$ cat src/rtl/bw_pkg.sv
// bw_pkg: shared FSM encoding, default widths and counter sizing for the
// Baugh-Wooley multiplier/divider datapaths.
package bw_pkg;
   typedef enum logic [1:0] {IDLE, ABS, DIV, FIX} state_e;
   localparam int BW_DW = 12;
   localparam int BW_VW = 5;
   function automatic int cnt_w(input int n);
      return (n > 1) ? $clog2(n) : 1;
   endfunction
endpackage

$ cat src/rtl/div_restore_step.sv
// div_restore_step: one restoring-division iteration; shifts the next dividend
// bit into the partial remainder and subtracts |b| when it fits.
module div_restore_step #(
   parameter int VW = 5
) (
   input  logic [VW:0]   pr_i,
   input  logic [VW-1:0] bmag_i,
   input  logic          bit_i,
   output logic [VW:0]   pr_o,
   output logic          q_o
);
   logic [VW:0] t;
   always_comb begin
      t = {pr_i[VW-1:0], bit_i};
      q_o = (t >= {1'b0, bmag_i});
      pr_o = q_o ? t - {1'b0, bmag_i} : t;
   end
endmodule

$ cat src/rtl/bw_seq_divider.sv
// bw_seq_divider: sequential signed restoring divider, truncating quotient.
// Define BW_DIV_DVZ_EN to short-circuit zero divisors and raise dvz.
module bw_seq_divider
   import bw_pkg::*;
#(
   parameter int DW = BW_DW,
   parameter int VW = BW_VW
) (
   input  logic          clk,
   input  logic          rst_n,
   input  logic          start,
   input  logic [DW-1:0] dividend,
   input  logic [VW-1:0] divisor,
   output logic          busy,
   output logic          done,
   output logic [DW-1:0] quotient,
   output logic [VW-1:0] remainder,
   output logic          dvz
);
   localparam int CW = cnt_w(DW);
   state_e        state_q, state_d;
   logic [DW-1:0] amag_q, amag_d, quotient_q, quotient_d;
   logic [VW-1:0] bmag_q, bmag_d, remainder_q, remainder_d;
   logic [VW:0]   pr_q, pr_d, step_pr, rfix;
   logic [CW-1:0] cnt_q, cnt_d;
   logic          sq_q, sq_d, sr_q, sr_d, done_q, done_d, dvz_q, dvz_d, step_q, dz;
`ifdef BW_DIV_DVZ_EN
   assign dz = (bmag_q == '0);
`else
   assign dz = 1'b0;
`endif
   // amag_q holds the raw dividend, then |a|, then shifts quotient bits in as a's bits shift out
   div_restore_step #(.VW(VW)) u_step (
      .pr_i(pr_q), .bmag_i(bmag_q), .bit_i(amag_q[DW-1]), .pr_o(step_pr), .q_o(step_q)
   );
   always_ff @(posedge clk or negedge rst_n) begin
      if (!rst_n) state_q <= IDLE;
      else state_q <= state_d;
   end
   always_comb begin
      state_d = (state_q == IDLE) ? (start ? ABS : IDLE) :
                (state_q == ABS)  ? (dz ? FIX : DIV) :
                (state_q == DIV)  ? ((cnt_q == '0) ? FIX : DIV) : IDLE;
   end
   always_comb begin
      amag_d = amag_q;
      bmag_d = bmag_q;
      pr_d = pr_q;
      cnt_d = cnt_q;
      sq_d = sq_q;
      sr_d = sr_q;
      quotient_d = quotient_q;
      remainder_d = remainder_q;
      done_d = 1'b0;
      dvz_d = dvz_q;
      rfix = sr_q ? -pr_q : pr_q;
      if (state_q == IDLE && start) begin
         amag_d = dividend;
         bmag_d = divisor;
         sq_d = dividend[DW-1] ^ divisor[VW-1];
         sr_d = dividend[DW-1];
         dvz_d = 1'b0;
      end
      if (state_q == ABS) begin
         amag_d = sr_q ? -amag_q : amag_q;
         bmag_d = bmag_q[VW-1] ? -bmag_q : bmag_q;
         pr_d = '0;
         cnt_d = CW'(DW - 1);
      end
      if (state_q == DIV) begin
         pr_d = step_pr;
         amag_d = {amag_q[DW-2:0], step_q};
         cnt_d = cnt_q - CW'(1);
      end
      if (state_q == FIX) begin
         quotient_d = dz ? '0 : (sq_q ? -amag_q : amag_q);
         remainder_d = dz ? '0 : rfix[VW-1:0];
         dvz_d = dz;
         done_d = 1'b1;
      end
   end
   always_ff @(posedge clk or negedge rst_n) begin
      if (!rst_n) begin
         amag_q <= '0;
         bmag_q <= '0;
         pr_q <= '0;
         cnt_q <= '0;
         sq_q <= 1'b0;
         sr_q <= 1'b0;
         quotient_q <= '0;
         remainder_q <= '0;
         done_q <= 1'b0;
         dvz_q <= 1'b0;
      end else begin
         amag_q <= amag_d;
         bmag_q <= bmag_d;
         pr_q <= pr_d;
         cnt_q <= cnt_d;
         sq_q <= sq_d;
         sr_q <= sr_d;
         quotient_q <= quotient_d;
         remainder_q <= remainder_d;
         done_q <= done_d;
         dvz_q <= dvz_d;
      end
   end
   assign busy = (state_q != IDLE);
   assign done = done_q;
   assign quotient = quotient_q;
   assign remainder = remainder_q;
   assign dvz = dvz_q;
endmodule
$ cat config.mk
export PLATFORM = sky130hd
export DESIGN_NAME = bw_seq_divider
export DESIGN_NICKNAME = d
export VERILOG_FILES = /design/src/rtl/bw_pkg.sv /design/src/rtl/div_restore_step.sv /design/src/rtl/bw_seq_divider.sv
export SDC_FILE = /design/constraint.sdc
export NUM_CORES = 1
export LEC_CHECK = 0
export CORE_UTILIZATION = 51
export CTS_CLUSTER_DIAMETER = 100
export DETAILED_ROUTE_END_ITERATION = 10
export GPL_TIMING_DRIVEN = 0
export PLACE_DENSITY_LB_ADDON = 0.3
export SLEW_MARGIN = 20
export SYNTH_ARGS = -nofsm -noshare
export SYNTH_HDL_FRONTEND = slang
export SYNTH_SLANG_ARGS = --single-unit
export TNS_END_PERCENT = 100
$ cat constraint.sdc
create_clock -name clk -period 3.1 [get_ports clk]
set_input_delay 0.31 -clock clk [delete_from_list [all_inputs] [get_ports clk]]
set_output_delay 0.31 -clock clk [all_outputs]
set_load 0.1 [all_outputs]
# After elaboration in Yosys (flattened, before gate mapping)
# Index checks and enable logic that the tools add are counted.
op_classes:
  n_addsub: 5
  n_reduce_logical: 10
  magnitude_cmp: 1
  muxes: 22
  bitwise_logic: 1
  div: 0
  eq_ne: 5
  shifts: 0
  n_mul: 0
ops:
  columns: ["op", "count"]
  rows:
  - ["2-to-1 mux 12 bit", 5]
  - ["2-to-1 mux 5 bit", 7]
  - ["negator 12 bit", 1]
  - ["negator 5 bit", 2]
  - ["2-to-1 mux 4 bit", 2]
  - ["nonzero test 2 bit", 4]
  - [">= comparator 6 x 5 -> 1 bit", 1]
  - ["2-to-1 mux 2 bit", 3]
  - ["2-to-1 mux 1 bit", 5]
  - ["subtractor 5 bit", 1]
  - ["== test 2 bit (second input constant)", 2]
  - ["logical NOT 4 bit", 1]
  - ["AND reduction 2 bit", 2]
  - ["subtractor 4 x 1 -> 4 bit (second input constant)", 1]
  - ["!= test 3 x 2 -> 1 bit (second input constant)", 1]
  - ["nonzero test 3 bit", 1]
  - ["== test 2 x 1 -> 1 bit (second input constant)", 1]
  - ["logical NOT 2 bit", 1]
  - ["!= test 2 bit (second input constant)", 1]
  - ["logical AND 1 bit", 1]
  - ["bitwise XOR 1 bit", 1]
word_totals:
  elab_cells: 56
  ram_bits: 0
  out_inout_bits: 20
  reg_bits: 49
  in_bits: 20
  mem_count: 0
  rom_bits: 0
  latch_bits: 0

# Logic depth before layout (Yosys ltp)
# Gate-level depths: netlist of run 1.
logic_depth:
  depth_word: 5
  mapped_depth: 9
  depth_no_buf: 9

# Cells and area by module
# Synthesis of run 1 repeated with hierarchy kept, for this count alone.
hier_totals:
  cells_unflattened: 339
  hier_area_um2: 3032.9
modules_own_cells:
  columns: ["module", "seq_area_each_um2", "area_per_inst_um2", "instances", "cells_each"]
  rows:
  - ["bw_seq_divider", 1226.2, 2681.3, 1, 295]
  - ["div_restore_step", 0.0, 351.6, 1, 44]

# Worst setup path before layout of run 1
# OpenSTA, ideal clock, no wires.
synth_path:
  path_type: "flip-flop to flip-flop"
  startpoint: "register amag_q[11]"
  endpoint: "register pr_q[0]"
  t_arrival_ps: 2164
  n_path_buf: 0
  slack_ps: 854
  setup_ps: 82
  period_less_slack_ps: 2246
  t_required_ps: 3018
  stages_incl_launch_ff: 10
  path_cell_list: "dfrtp_1 -> inv_1 -> ha_1 -> inv_1 -> fa_1 -> a211oi_1 -> o21bai_1 -> a21boi_1 -> mux2_2 -> o22ai_1"
synth_via:
  elab_chain_len: 3
  word_cells_on_any_way: 4
  cone_classes: "add/sub: 1; order compare: 1; mux: 2"
synth_lines:
  columns: ["item", "line", "source"]
  rows:
  - ["start, declared", "bw_seq_divider.sv:22", "logic [DW-1:0] amag_q, amag_d, quotient_q, quotient_d;"]
  - ["start signal, assigned", "bw_seq_divider.sv:95", "amag_q <= amag_d;"]
  - ["subtractor 5 bit or >= comparator 6 x 5 -> 1 bit (tied branches)", "div_restore_step.sv:16, div_restore_step.sv:15", null]
  - ["2-to-1 mux 5 bit (*)", "div_restore_step.sv:16", "pr_o = q_o ? t - {1'b0, bmag_i} : t;"]
  - ["2-to-1 mux 5 bit (*)", "bw_seq_divider.sv:70", "if (state_q == DIV) begin"]
  - ["end signal, assigned", "bw_seq_divider.sv:97", "pr_q <= pr_d;"]
  - ["end, declared", "bw_seq_divider.sv:24", "logic [VW:0] pr_q, pr_d, step_pr, rfix;"]
# Mark *: on every way between the ends. The rest lies on a longest branch, timed or not.
# A chain may end at the register's enable or synchronous reset.

# Worst setup path in the final report of run 1
layout_path:
  startpoint: "register state_q[0]"
  endpoint: "output busy"
layout_via:
  elab_chain_len: 1
layout_lines:
  columns: ["item", "line", "source"]
  rows:
  - ["start, declared", "bw_seq_divider.sv:21", "state_e state_q, state_d;"]
  - ["start signal, assigned", "bw_seq_divider.sv:38", "else state_q <= state_d;"]
  - ["nonzero test 2 bit", "bw_seq_divider.sv:107", "assign busy = (state_q != IDLE);"]
  - ["end, declared", "bw_seq_divider.sv:14", "output logic busy,"]
# No other way between the ends.

==> run_results.csv, run 1 <==
group,metric,value,unit
run_status,status,"finished, final reports clean",
yosys,synth_cell_types,52,
flow_run,cap_viol_max_count,0,
detailed_routing,ant_nets,0,
yosys,syn_area_per_cell,9.09,um^2
worst_setup_path,path_class,"flop to output pin",
grt,grt_pass1_vias,2433,
worst_setup_path,critPathCaptureType,"output pin",
yosys,yosysTopAreaCellShare,40.5,%
cts,post_cts_buffers,0,
layout,antenna_cells,0,
yosys,synth_edf_count,0,
die,num_rows,27,
die,die_height,78.2,um
detailed_routing,drc,0,
worst_setup_path,crit_arrival,2.29,ns
place,port_buffers,38,
grt,overflow,0,
timing,worstMarginPinSlew,0.971,ns
layout,fillers,496,
worst_setup_path,crit_path_max_fanout,7,
detailed_routing,drtPass1Iterations,5,
layout,drive_gt1_share,8.56,%
timing,post-route-period-util,83.9,%
detailed_routing,drtIter0Drc,136,
yosys,syn_nets,360,
detailed_routing,wl,6.74,mm
timing,rsz0062_at_grt,"false",
yosys,synthCells,326,
die,core_area,5540,um^2
timing,maxSlewViolCount,0,
die,initial_core_util,53.5,%
place,dp_hpwl,4.98,mm
grt,gr-usage-all-layers,24.3,%
cts,cts_root_buffer,"clkbuf_8",
die,dieArea,6120,um^2
layout,area_growth,21.0,%
die,die_w,78.2,um
cts,cts_max_path_buffers,2,
layout,num-nets-final,407,
grt,grt_pass1_wl,11.5,mm
yosys,synth_top_flop_cell,"dfrtp_1",
place,gp_congestion,0.916,
cts,clock_latency,0.31,ns
layout,final_cell_mix,"48 x dfrtp_1, 37 x clkdlybuf4s50_1, 30 x a21oi_1",
cts,post_cts_resized,0,
cts,tritoncts,"done",
grt,grt_start_max_net_pins,33,
yosys,yosys.area.top_type,"dfrtp_1",
worst_hold_path,hold_path.class,"primary input to async pin",
yosys,synthTopCellsByArea,"dfrtp_1 41%, ha_1 5.5%, a21oi_1 5.1%",
timing,max-slew-margin-rel,35.1,%
yosys,async_flop_share,100,%
timing,hold_viol,0,
detailed_routing,vias_per_cell,5.58,
worst_setup_path,cp.required,2.79,ns
timing,max_freq,385,MHz
die,io_pins,40,
timing,clock_skew,0.0113,ns
timing,setup_tns,0,ns
layout,final_common_cell,"dfrtp_1",
cts,htreeDepth,2,
grt,antenna_found_initial,0,
timing,min_period,2.60,ns
cts,clk_pin_slew,0.09,ns
yosys,ys_ff_latch,48,
yosys,syn_area,2960,um^2
timing,setup_viol,0,
detailed_routing,wl_per_cell,15.1,um
detailed_routing,vias,2488,
yosys,yosysSeqAreaShare,40.5,%
cts,cts-buffers-inserted,5,
yosys,synth_warnings,0,
cts,clock-sinks,48,
worst_setup_path,worst_setup_path_start_kind,"flop",
worst max-delay path, cell delays in order, from the launching register on:
cell             delay (ns)
dfrtp_1                0.38
inv_1                  0.07
ha_1                   0.29
inv_1                  0.11
clkdlybuf4s50_1        1.13
layer usage:
metal / up-vias / global-route usage (%) / share of wire (%)
li1: 1228 / - / -
met1: 1169 / 33.1 / 47
met2: 74 / 39.4 / 47
met3: 17 / 4.07 / 5.0
met4: 0 / 8.15 / 1.8
met5: - / 0 / 0
through the flow:
step / utilization [%] / cell area (um^2) / setup slack [ns] / hold slack [ns] / cells
5_1_grt: 64.7 / 3590 / 0.313 / 0.500 / 446
3_3_place_gp: 62.0 / 3430 / 0.302 / 0.473 / 436
6_report: 64.7 / 3590 / 0.499 / 0.460 / 446
3_5_place_dp: 62.3 / 3450 / 0.540 / 0.266 / 437
4_1_cts: 64.7 / 3590 / 0.504 / 0.471 / 446
2_1_floorplan: - / 2960 / 0.854 / 0.0144 / 326
final timing paths:
check,startpoint,to,slack [ns],depth (start not counted)
hold reg to reg,cnt_q[2]$_DFFE_PN0P_,state_q[0]$_DFF_PN0_,0.48,1
hold / removal,rst_n,amag_q[4]$_DFFE_PN0P_,0.46,2
setup reg to reg,amag_q[11]$_DFFE_PN0P_,pr_q[0]$_DFFE_PN0P_,0.51,9
max in group asynchronous,rst_n,bmag_q[3]$_DFFE_PN0P_,2.14,3
setup / recovery,state_q[0]$_DFF_PN0_,busy,0.50,4
min in group clk,cnt_q[2]$_DFFE_PN0P_,state_q[0]$_DFF_PN0_,0.48,1
Yosys cell counts (all sizes together), types with 7 or more instances:
master / count
o21ai: 22
mux2i: 14
ha: 13
nand2: 29
o31ai: 7
nor3: 9
xor2: 8
inv: 25
clkbuf: 9
a21oi: 30
dfrtp: 48
nor2: 27
buf: 11
xnor2: 14
kinds of logic after synthesis:
group	Yosys count	synth area share, %
other cells	1	0.127
buf+inv	45	7.89
compound gates	88	18.4
simple gates	89	13.8
flops	48	40.5
xor+xnor	22	6.50
fa+ha+maj	14	6.16
mux	19	6.63
sequential cells by signal, indices dropped and copies added, names as in the netlist:
name / cells
sq_q: 1
amag_q: 12
quotient: 12
remainder: 5
done: 1
bmag_q: 5
pr_q: 5
cnt_q: 4
sr_q: 1
state_q: 2
cell type report:
class | instances | area [um^2] | area share (%)
multi-input combinational | 233 | 1530 | 42.6
sequential | 48 | 1200 | 33.5
timing repair buffer | 40 | 405 | 11.3
buffer | 20 | 140 | 3.91
clock buffer | 7 | 96.3 | 2.69
inverter | 25 | 93.8 | 2.62
tap | 72 | 90.1 | 2.51
clock inverter | 1 | 30.0 | 0.837
repair_timing:
| item | in CTS | in global routing |
|---|---|---|
| hold buffers | 1 | 0 |
| endpoints found under the setup margin | 0 | 0 |
| endpoints found under the hold margin | 16 | 0 |
Power of run 1 is left out: the tool's default activity adds up to more than one toggle a clock period on the data nets, which glitch-free logic cannot reach.
==> inputs of run 2 (changes only) <==
==> constraint.sdc (replaced) <==
create_clock -name clk -period 2.46 [get_ports clk]
set_input_delay 0.246 -clock clk [delete_from_list [all_inputs] [get_ports clk]]
set_output_delay 0.246 -clock clk [all_outputs]
set_load 0.1 [all_outputs]
==> run_results.csv, run 2 (synthesis gave the netlist of run 1 again) <==
group,metric,value,unit
run_status,status,"finished, final reports clean",
die,die_w,78.2,um
layout,final_cell_mix,"48 x dfrtp_1, 36 x clkdlybuf4s50_1, 30 x a21oi_1",
grt,overflow,0,
worst_setup_path,worstReg2RegEnd,"pr_q[4]$_DFFE_PN0P_",
worst_setup_path,crit_arrival,2.52,ns
grt,antenna_found_initial,0,
timing,max-slew-margin-rel,35.2,%
timing,clock_skew,0.0131,ns
cts,clock_latency,0.31,ns
timing,min_period,2.30,ns
grt,gr-usage-all-layers,24.4,%
timing,setup_viol,0,
cts,clock-sinks,48,
detailed_routing,drc,0,
cts,tritoncts,"done",
layout,fillers,497,
cts,cts-buffers-inserted,5,
worst_setup_path,critPathCaptureType,"flop",
detailed_routing,wl,6.76,mm
worst_setup_path,crit_path_max_fanout,3,
die,core_area,5540,um^2
layout,area_growth,21.6,%
cts,clk_pin_slew,0.10,ns
timing,rsz0062_at_grt,"true",
worst_setup_path,reg2reg_slack,0.16,ns
detailed_routing,drtIter0Drc,155,
timing,holdWs,0.397,ns
timing,maxSlewViolCount,0,
cts,htreeDepth,2,
timing,post-route-period-util,93.7,%
timing,hold_viol,0,
worst_setup_path,cp.required,2.67,ns
die,initial_core_util,53.5,%
layout,final_common_cell,"dfrtp_1",
cts,cts_max_path_buffers,2,
place,gp_congestion,0.916,
die,die_height,78.2,um
timing,setup_slack,0.156,ns
layout,num-nets-final,409,
cts,cts_root_buffer,"clkbuf_8",
place,port_buffers,38,
die,dieArea,6120,um^2
die,num_rows,27,
timing,max_freq,434,MHz
detailed_routing,drtPass1Iterations,5,
grt,grt_pass1_wl,11.5,mm
flow_run,cap_viol_max_count,0,
detailed_routing,vias,2501,
worst_setup_path,reg2regPathDepth,8,
layout,final_core_util,65.0,%
worst_hold_path,hold_path.class,"primary input to async pin",
worst_setup_path,r2r-start,"amag_q[11]$_DFFE_PN0P_",
layout,antenna_cells,0,
grt,grt_pass1_vias,2431,
detailed_routing,wl_per_cell,15.1,um
layout,design_area,3600,um^2
detailed_routing,ant_nets,0,
place,dp_hpwl,4.98,mm
worst_setup_path,crit_end,"pr_q[4]$_DFFE_PN0P_",
layout,drive_gt1_share,9.31,%
worst_setup_path,cp-startpoint,"amag_q[11]$_DFFE_PN0P_",
place,place_ws,-0.0998,ns
detailed_routing,vias_per_cell,5.58,
timing,worstMarginPinSlew,0.968,ns
grt,grt_start_max_net_pins,33,
die,io_pins,40,
place,placed_area,3450,um^2
worst_setup_path,worst_setup_path_start_kind,"flop",
worst_setup_path,path_class,"flop to flop",
run 2: cell types whose count changed in the layout (fill, tap and decap cells not counted), sizes merged:
cell	previous run	this run
buf	13	15
clkdlybuf4s50	37	36
dlygate4sd2	0	1
run 2: area by class of cell:
cell class                 count  area (um^2)  area share [%]
timing repair buffer          42          419            11.6
clock buffer                   7         96.3            2.67
clock inverter                 1         30.0           0.833
tap                           72         90.1            2.50
buffer                        20          140            3.89
sequential                    48         1200            33.3
inverter                      25         93.8            2.60
multi-input combinational    233         1530            42.5
run 2: through the flow:
| step | setup TNS [ns] | instances |
|---|---|---|
| 6_report | 0 | 448 |
| 5_1_grt | -0.0487 | 448 |
| 3_3_place_gp | -13.03 | 436 |
| 3_5_place_dp | -0.0998 | 437 |
| 2_1_floorplan | 0 | 326 |
| 4_1_cts | 0 | 446 |
run 2: repair_timing:
item / CTS / global route
pin swaps: 0 / 1
hold buffers: 1 / 0
setup buffers: 0 / 2
gates resized for setup: 2 / 0
endpoints found under the setup margin: 5 / 5
endpoints found under the hold margin: 16 / 0
run 2: critical path: stages, from the launching register on:
cell and delay (ns):
dfrtp_1 0.42, inv_1 0.13, ha_1 0.18, inv_1 0.05
fa_1 0.42, a21o_1 0.19, a21oi_1 0.18, mux2_2 0.36
o32ai_1 0.29
run 2: worst min path at each step:
stage	start	to	slack, ns	cells after the start
2_1_floorplan	rst_n	amag_q[0]$_DFFE_PN0P_	-0.05	0
5_1_grt	rst_n	amag_q[3]$_DFFE_PN0P_	0.44	2
6_report	rst_n	amag_q[4]$_DFFE_PN0P_	0.40	2
3_5_place_dp	rst_n	quotient[3]$_DFFE_PN0P_	0.20	1
4_1_cts	rst_n	amag_q[3]$_DFFE_PN0P_	0.41	2
3_3_place_gp	cnt_q[2]$_DFFE_PN0P_	state_q[0]$_DFF_PN0_	0.47	1
run 2: per-layer routing:
metal / GRT usage (%) / routed length, um / up-vias / part of all wire [%]
met3: 4.07 / 343 / 9 / 5.1
met1: 33.1 / 3200 / 1182 / 47
met2: 39.6 / 3130 / 76 / 46
met5: 0 / 0 / - / 0
li1: - / - / 1234 / -
met4: 7.78 / 91 / 0 / 1.3
Power of run 2 is left out for the same reason.
